[src/rtl/demux_stream.sv]
// 1:4 stream demultiplexer: one valid/ready input routed by {s1,s0} into four
// independent per-channel FIFOs, each with its own valid/ready-style output.
module demux_stream #(
  parameter int WIDTH = 8,
  parameter int DEPTH = 4,
  localparam int AW = $clog2(DEPTH),
  localparam int CW = AW + 1
) (
  input  logic               clk,
  input  logic               rst_n,
  input  logic               s1,
  input  logic               s0,
  input  logic               in_valid,
  output logic               in_ready,
  input  logic [WIDTH-1:0]   in_data,
  output logic [3:0]         v,
  input  logic [3:0]         r,
  output logic [4*WIDTH-1:0] y,
  output logic [4*CW-1:0]    cnt
);

  logic [1:0]    sel;
  logic [CW-1:0] count_all [4];

  assign sel      = {s1, s0};
  // Readiness comes only from registered occupancy, so there is no r -> in_ready path.
  assign in_ready = (count_all[sel] != CW'(DEPTH));

  for (genvar k = 0; k < 4; k++) begin : g_ch
    logic [WIDTH-1:0] mem [DEPTH];
    logic [AW-1:0]    rd_ptr;
    logic [AW-1:0]    wr_ptr;
    logic [CW-1:0]    count;
    logic             push;
    logic             pop;

    assign push = in_valid && in_ready && (sel == 2'(k));
    assign pop  = r[k] && (count != '0);

    always_ff @(posedge clk or negedge rst_n) begin
      if (!rst_n) begin
        for (int i = 0; i < DEPTH; i++) mem[i] <= '0;
        rd_ptr <= '0;
        wr_ptr <= '0;
        count  <= '0;
      end else begin
        if (push) begin
          mem[wr_ptr] <= in_data;
          wr_ptr      <= wr_ptr + 1'b1;
        end
        if (pop) rd_ptr <= rd_ptr + 1'b1;
        if (push && !pop)      count <= count + 1'b1;
        else if (pop && !push) count <= count - 1'b1;
      end
    end

    assign count_all[k]          = count;
    assign v[k]                  = (count != '0);
    assign y[k*WIDTH +: WIDTH]   = v[k] ? mem[rd_ptr] : '0;
    assign cnt[k*CW +: CW]       = count;
  end

endmodule
[config.mk]
export PLATFORM = sky130hd
export DESIGN_NAME = demux_stream
export DESIGN_NICKNAME = d
export VERILOG_FILES = /design/src/rtl/demux_stream.sv
export SDC_FILE = /design/constraint.sdc
export NUM_CORES = 1
export LEC_CHECK = 0
export CAP_MARGIN = 5
export CORE_MARGIN = 8
export CORE_UTILIZATION = 50
export CTS_BUF_LIST = sky130_fd_sc_hd__clkbuf_8 sky130_fd_sc_hd__clkbuf_16
export DETAILED_ROUTE_END_ITERATION = 10
export PLACE_DENSITY = 0.68
export SYNTH_ARGS = -nofsm -noshare
export SYNTH_HDL_FRONTEND = slang
export SYNTH_SLANG_ARGS = --single-unit
export TNS_END_PERCENT = 5
[constraint.sdc]
create_clock -name clk -period 6.7 [get_ports clk]
set_clock_uncertainty 0.2 [all_clocks]
set_input_delay 1.34 -clock clk [delete_from_list [all_inputs] [get_ports clk]]
set_output_delay 1.34 -clock clk [all_outputs]
set_load 0.01 [all_outputs]
======== Word level (Yosys, flattened, before mapping) ========
Cells that the tools add are included.
storage, ports and cells
  output and inout bits ................... 49
  flip-flop bits (word level) ............. 156
  logic and storage cells ................. 147
  input bits .............................. 17
cells by class
  reduce and logical (&&, ||, !) cells .... 38
  mux-type cells .......................... 39
  bitwise operators ....................... 9
  $add $sub $neg .......................... 16
  equality and inequality tests ........... 4
  magnitude comparators ................... 13
operators by type and width
  cell                   count
  $bwmux W32             4
  $mux W8                16
  $bmux W8 S2            4
  $demux W8 S2           4
  $mux W3                10
  $ge A3 B3 Y1 const B   9
  $not A2 Y3             9
  $logic_and A1 B1 Y1    21
  $add A2 B1 Y2 const B  8
  $add A3 B1 Y3 const B  4
  $lt A3 B1 Y1 const B   4
  $reduce_bool A3 Y1     4
  $sub A3 B1 Y3 const B  4
  $logic_not A1 Y1       8
  $reduce_bool A2 Y1     4
  $bmux W3 S2            1
  $eq A2 B2 Y1 const B   2
  $ne A3 B3 Y1 const B   1
  $eq A2 B1 Y1 const B   1
  $logic_not A2 Y1       1

======== Logic depth before layout (Yosys ltp) ========
  word-level depth ........................ 11
  mapped depth ............................ 9
  depth with buffers taken out ............ 8

======== Least setup slack after synthesis ========
OpenSTA, ideal clock, no wires.
  path kind ............................... input to output
  start point ............................. input port s1
  end point ............................... output port in_ready
  data required time ...................... 5.160 ns
  stages .................................. 4
  path buffers ............................ 2
  path slack .............................. 2.890 ns
  data arrival time ....................... 2.270 ns
  cell sequence ........................... buf_4 -> buf_4 -> mux4_2 -> inv_1
between the ends
  cells in the longest elaborated chain, start to end .. 5
ends and longest elaborated chain
  element                                     line  text
  from (decl)                                 11    input logic s1,
  $not A2 Y3 (not written as such)            27    assign in_ready = (count_all[sel] != CW'(DEPTH));
  $bmux W3 S2                                 27
  $mux W3 (not written as such) (2 in a row)  27
  $ne A3 B3 Y1                                27
  to (decl)                                   14    output logic in_ready,
Every way passes these cells. The select of a mux whose other input is x is not followed.

======== Final worst setup path ========
Same ends and word-level chain as after synthesis.

==> qor.yml <==
run_status:
  status: "finished, final reports clean"
power:
  netSwitchingPower_uw: 1430
  p_total_uw: 4740
  power_density_nw_per_um2: 527
  ir_worst_vdd_mv: 0.281
  comb_power_share_pct: 41.5
  pwr-share-seq_pct: 38.0
  swShare_pct: 30.2
  internal_power_uw: 3310
  leakagePower_uw: 0.00390
  clockPowerShare_pct: 20.6
placement:
  hpwlAfterDp_mm: 10.6
  dp_slack_ns: 1.96
  place_area_sq_um: 8400
  io_buffers: 65
  gp_congestion: 0.721
drt:
  drt_wl_total_mm: 15.4
  via_count: 4172
  drc: 0
  wl_met1_mm: 6.78
  wl_met3_um: 585
  drt_iter0_drc: 160
  ant_nets: 0
  wl_per_cell_um: 20.4
  top_layer: "met4"
  routed-wl-met2_mm: 7.77
  via_per_inst: 5.53
  first_pass_iters: 4
worst_setup_path:
  worstSetupEndpointType: "primary output"
  ff2ff_path_depth: 6
  required_ns: 5.16
  worst-setup-path-type: "input port to primary output"
  path_max_fanout: 21
  crit_arrival_ns: 3.19
  critPathLaunchType: "input port"
worst_hold_path:
  hold_path_depth: 1
  hp-class: "flip-flop to flip-flop"
yosys:
  syn_nets: 536
  synth_compound_area_share_pct: 0
  synth-main-ff-cell: "dfrtp_1"
  yosysUniqueCellTypes: 26
  synth_cells: 495
  synth_edf_count: 0
  synth-simple-area-share_pct: 8.00
  synth_top_family_by_area: "multiplexers"
  synth_warnings: 0
  synth-xor-area-share_pct: 2.75
  synthMuxAreaShare_pct: 31.4
  ys_seq_area_share_pct: 51.1
  netlist_top_cells_area: "dfrtp_1 51%, mux2_2 15%, mux4_2 9.7%"
  post-synth-top-area-cell: "dfrtp_1"
  yosys_register_bits: 156
  netlist.area_leader.share_pct: 51.1
  synth-adder-area-share_pct: 4.33
  postSynth.asyncResetShare_pct: 100
  syn_avg_cell_area_sq_um: 15.4
  netlist_area_sq_um: 7630
die:
  die-area_sq_um: 19500
  pin_count: 66
  die_h_um: 140
  fp.coreArea_sq_um: 15100
  rows: 45
  die_x_um: 140
  start_util_pct: 50.6
final_layout:
  diodes: 0
  fin_util_pct: 59.7
  drive_above_1_share_pct: 38.8
  final_area_sq_um: 9000
  fin_nets: 595
  syn_to_final_growth_pct: 17.9
sta:
  tightest_slew_ns: 0.937
  fmax_mhz: 211
  slew_viol_final: 0
  slew_headroom_pct: 37.2
  grt_setup_unrepaired: "false"
  final.min_clock_period_ns: 4.73
  post-route-period-util_pct: 70.6
  hold_violations: 0
  setup_viol: 0
  finalSetupTns_ns: 0
  timing.final.ws_setup_ns: 1.97
cts:
  htree_levels: 4
  hold_buffers: 0
  clockRootBuffer: "clkbuf_16"
  cts_setup_buffers: 0
  cts_made_buffers: 17
  cts_tree: "yes"
  clkTransAtPathRegs_ns: 0.06
  cts_buffer_depth: 2
  clkLatencyLatePin_ns: 0.43
  cts_resized: 0
  cts.sinks: 156
global_route:
  overflow: 0
  grt_max_degree: 92
  grt_pass1_vias: 4818
  grt_antenna_before_repair: 0
  grt_first_pass_wirelength_mm: 26.4
  track_usage_pct: 17.4
job:
  maxCapViolations: 0
==> worst paths after layout <==
kind / start / endpoint / slack [ns]
worst max-delay path: s1 / in_ready / 1.97
worst min-delay path: g_ch[2].mem[15] / g_ch[2].mem[15] / 0.30
worst max register to register: g_ch[1].count[0] / g_ch[1].count[1] / 3.87
worst min register to register: g_ch[2].mem[15] / g_ch[2].mem[15] / 0.30
max in group asynchronous: rst_n / g_ch[3].mem[30] / 4.15
min in group asynchronous: rst_n / g_ch[0].mem[21] / 0.79
==> placed cells by master, fill, tap and decap left out, types with 5 or more instances in the layout <==
cell type / count
and2_1: 32
clkbuf_16: 17
clkdlybuf4s50_1: 64
clkinv_2: 5
dfrtp_1: 156
ha_1: 20
inv_1: 14
mux2_2: 104
mux2_4: 32
mux4_2: 33
nand2_1: 12
nor3_2: 8
xnor2_1: 16
xor2_1: 8
==> metal layers <==
metal / vias up / global-route usage (%)
met5: - / 0
met4: 0 / 6.91
met3: 19 / 4.27
met2: 74 / 28.9
met1: 2195 / 21.4
li1: 1884 / -
==> registers in the layout, summed over array words and instances (netlist names) <==
name and cells:
g_ch.mem 128, g_ch.count 12, g_ch.rd_ptr 8, g_ch.wr_ptr 8
==> kinds of logic after synthesis <==
family | after synthesis
XOR/XNOR | 24
multiplexers | 169
AND/OR/NAND/NOR | 82
buffers and inverters | 40
adder cells (fa/ha/maj) | 24
flip-flops | 156
==> metrics by stage <==
stage / cells / hold slack, ns
floorplan: 495 / 0.275
global placement: 723 / 0.284
detailed placement: 723 / 0.289
CTS: 755 / 0.305
global route: 755 / 0.311
finish: 755 / 0.301
==> area by class of cell <==
type | instances | area [sq um]
fillers | 1158 | 6090
flip-flops and latches | 156 | 3900
multi-input cells | 299 | 3550
repair buffers | 67 | 667
clock buffers | 19 | 453
well taps | 188 | 235
clock inverters | 13 | 149
inverters | 13 | 48.8
==> critical path: stages <==
cell and delay [ns]:
clkdlybuf4s50_1 0.45, buf_4 0.27, mux4_2 0.53, inv_1 0.06
clkdlybuf4s50_1 0.53
==> power by group through the flow <==
| stage | clock, uW | sequential, uW | combinational [uW] |
|---|---|---|---|
| global route | 1030 | 1890 | 2140 |
| global placement | 0 | 1790 | 1950 |
| floorplan | 0 | 1630 | 1380 |
| detailed placement | 0 | 1820 | 2000 |
| CTS | 994 | 1810 | 2010 |
| finish | 975 | 1800 | 1970 |
==> cell usage after synthesis, types with 6 or more instances <==
| library cell | instances |
|---|---|
| dfrtp_1 | 156 |
| and2_1 | 32 |
| nand2_1 | 12 |
| ha_1 | 20 |
| nor3_2 | 8 |
| mux2_2 | 104 |
| xnor2_1 | 16 |
| mux4_2 | 33 |
| xor2_1 | 8 |
| buf_4 | 6 |
| inv_1 | 13 |
| mux2_4 | 32 |
| clkbuf_1 | 16 |
(Power assumes the default switching activity.)
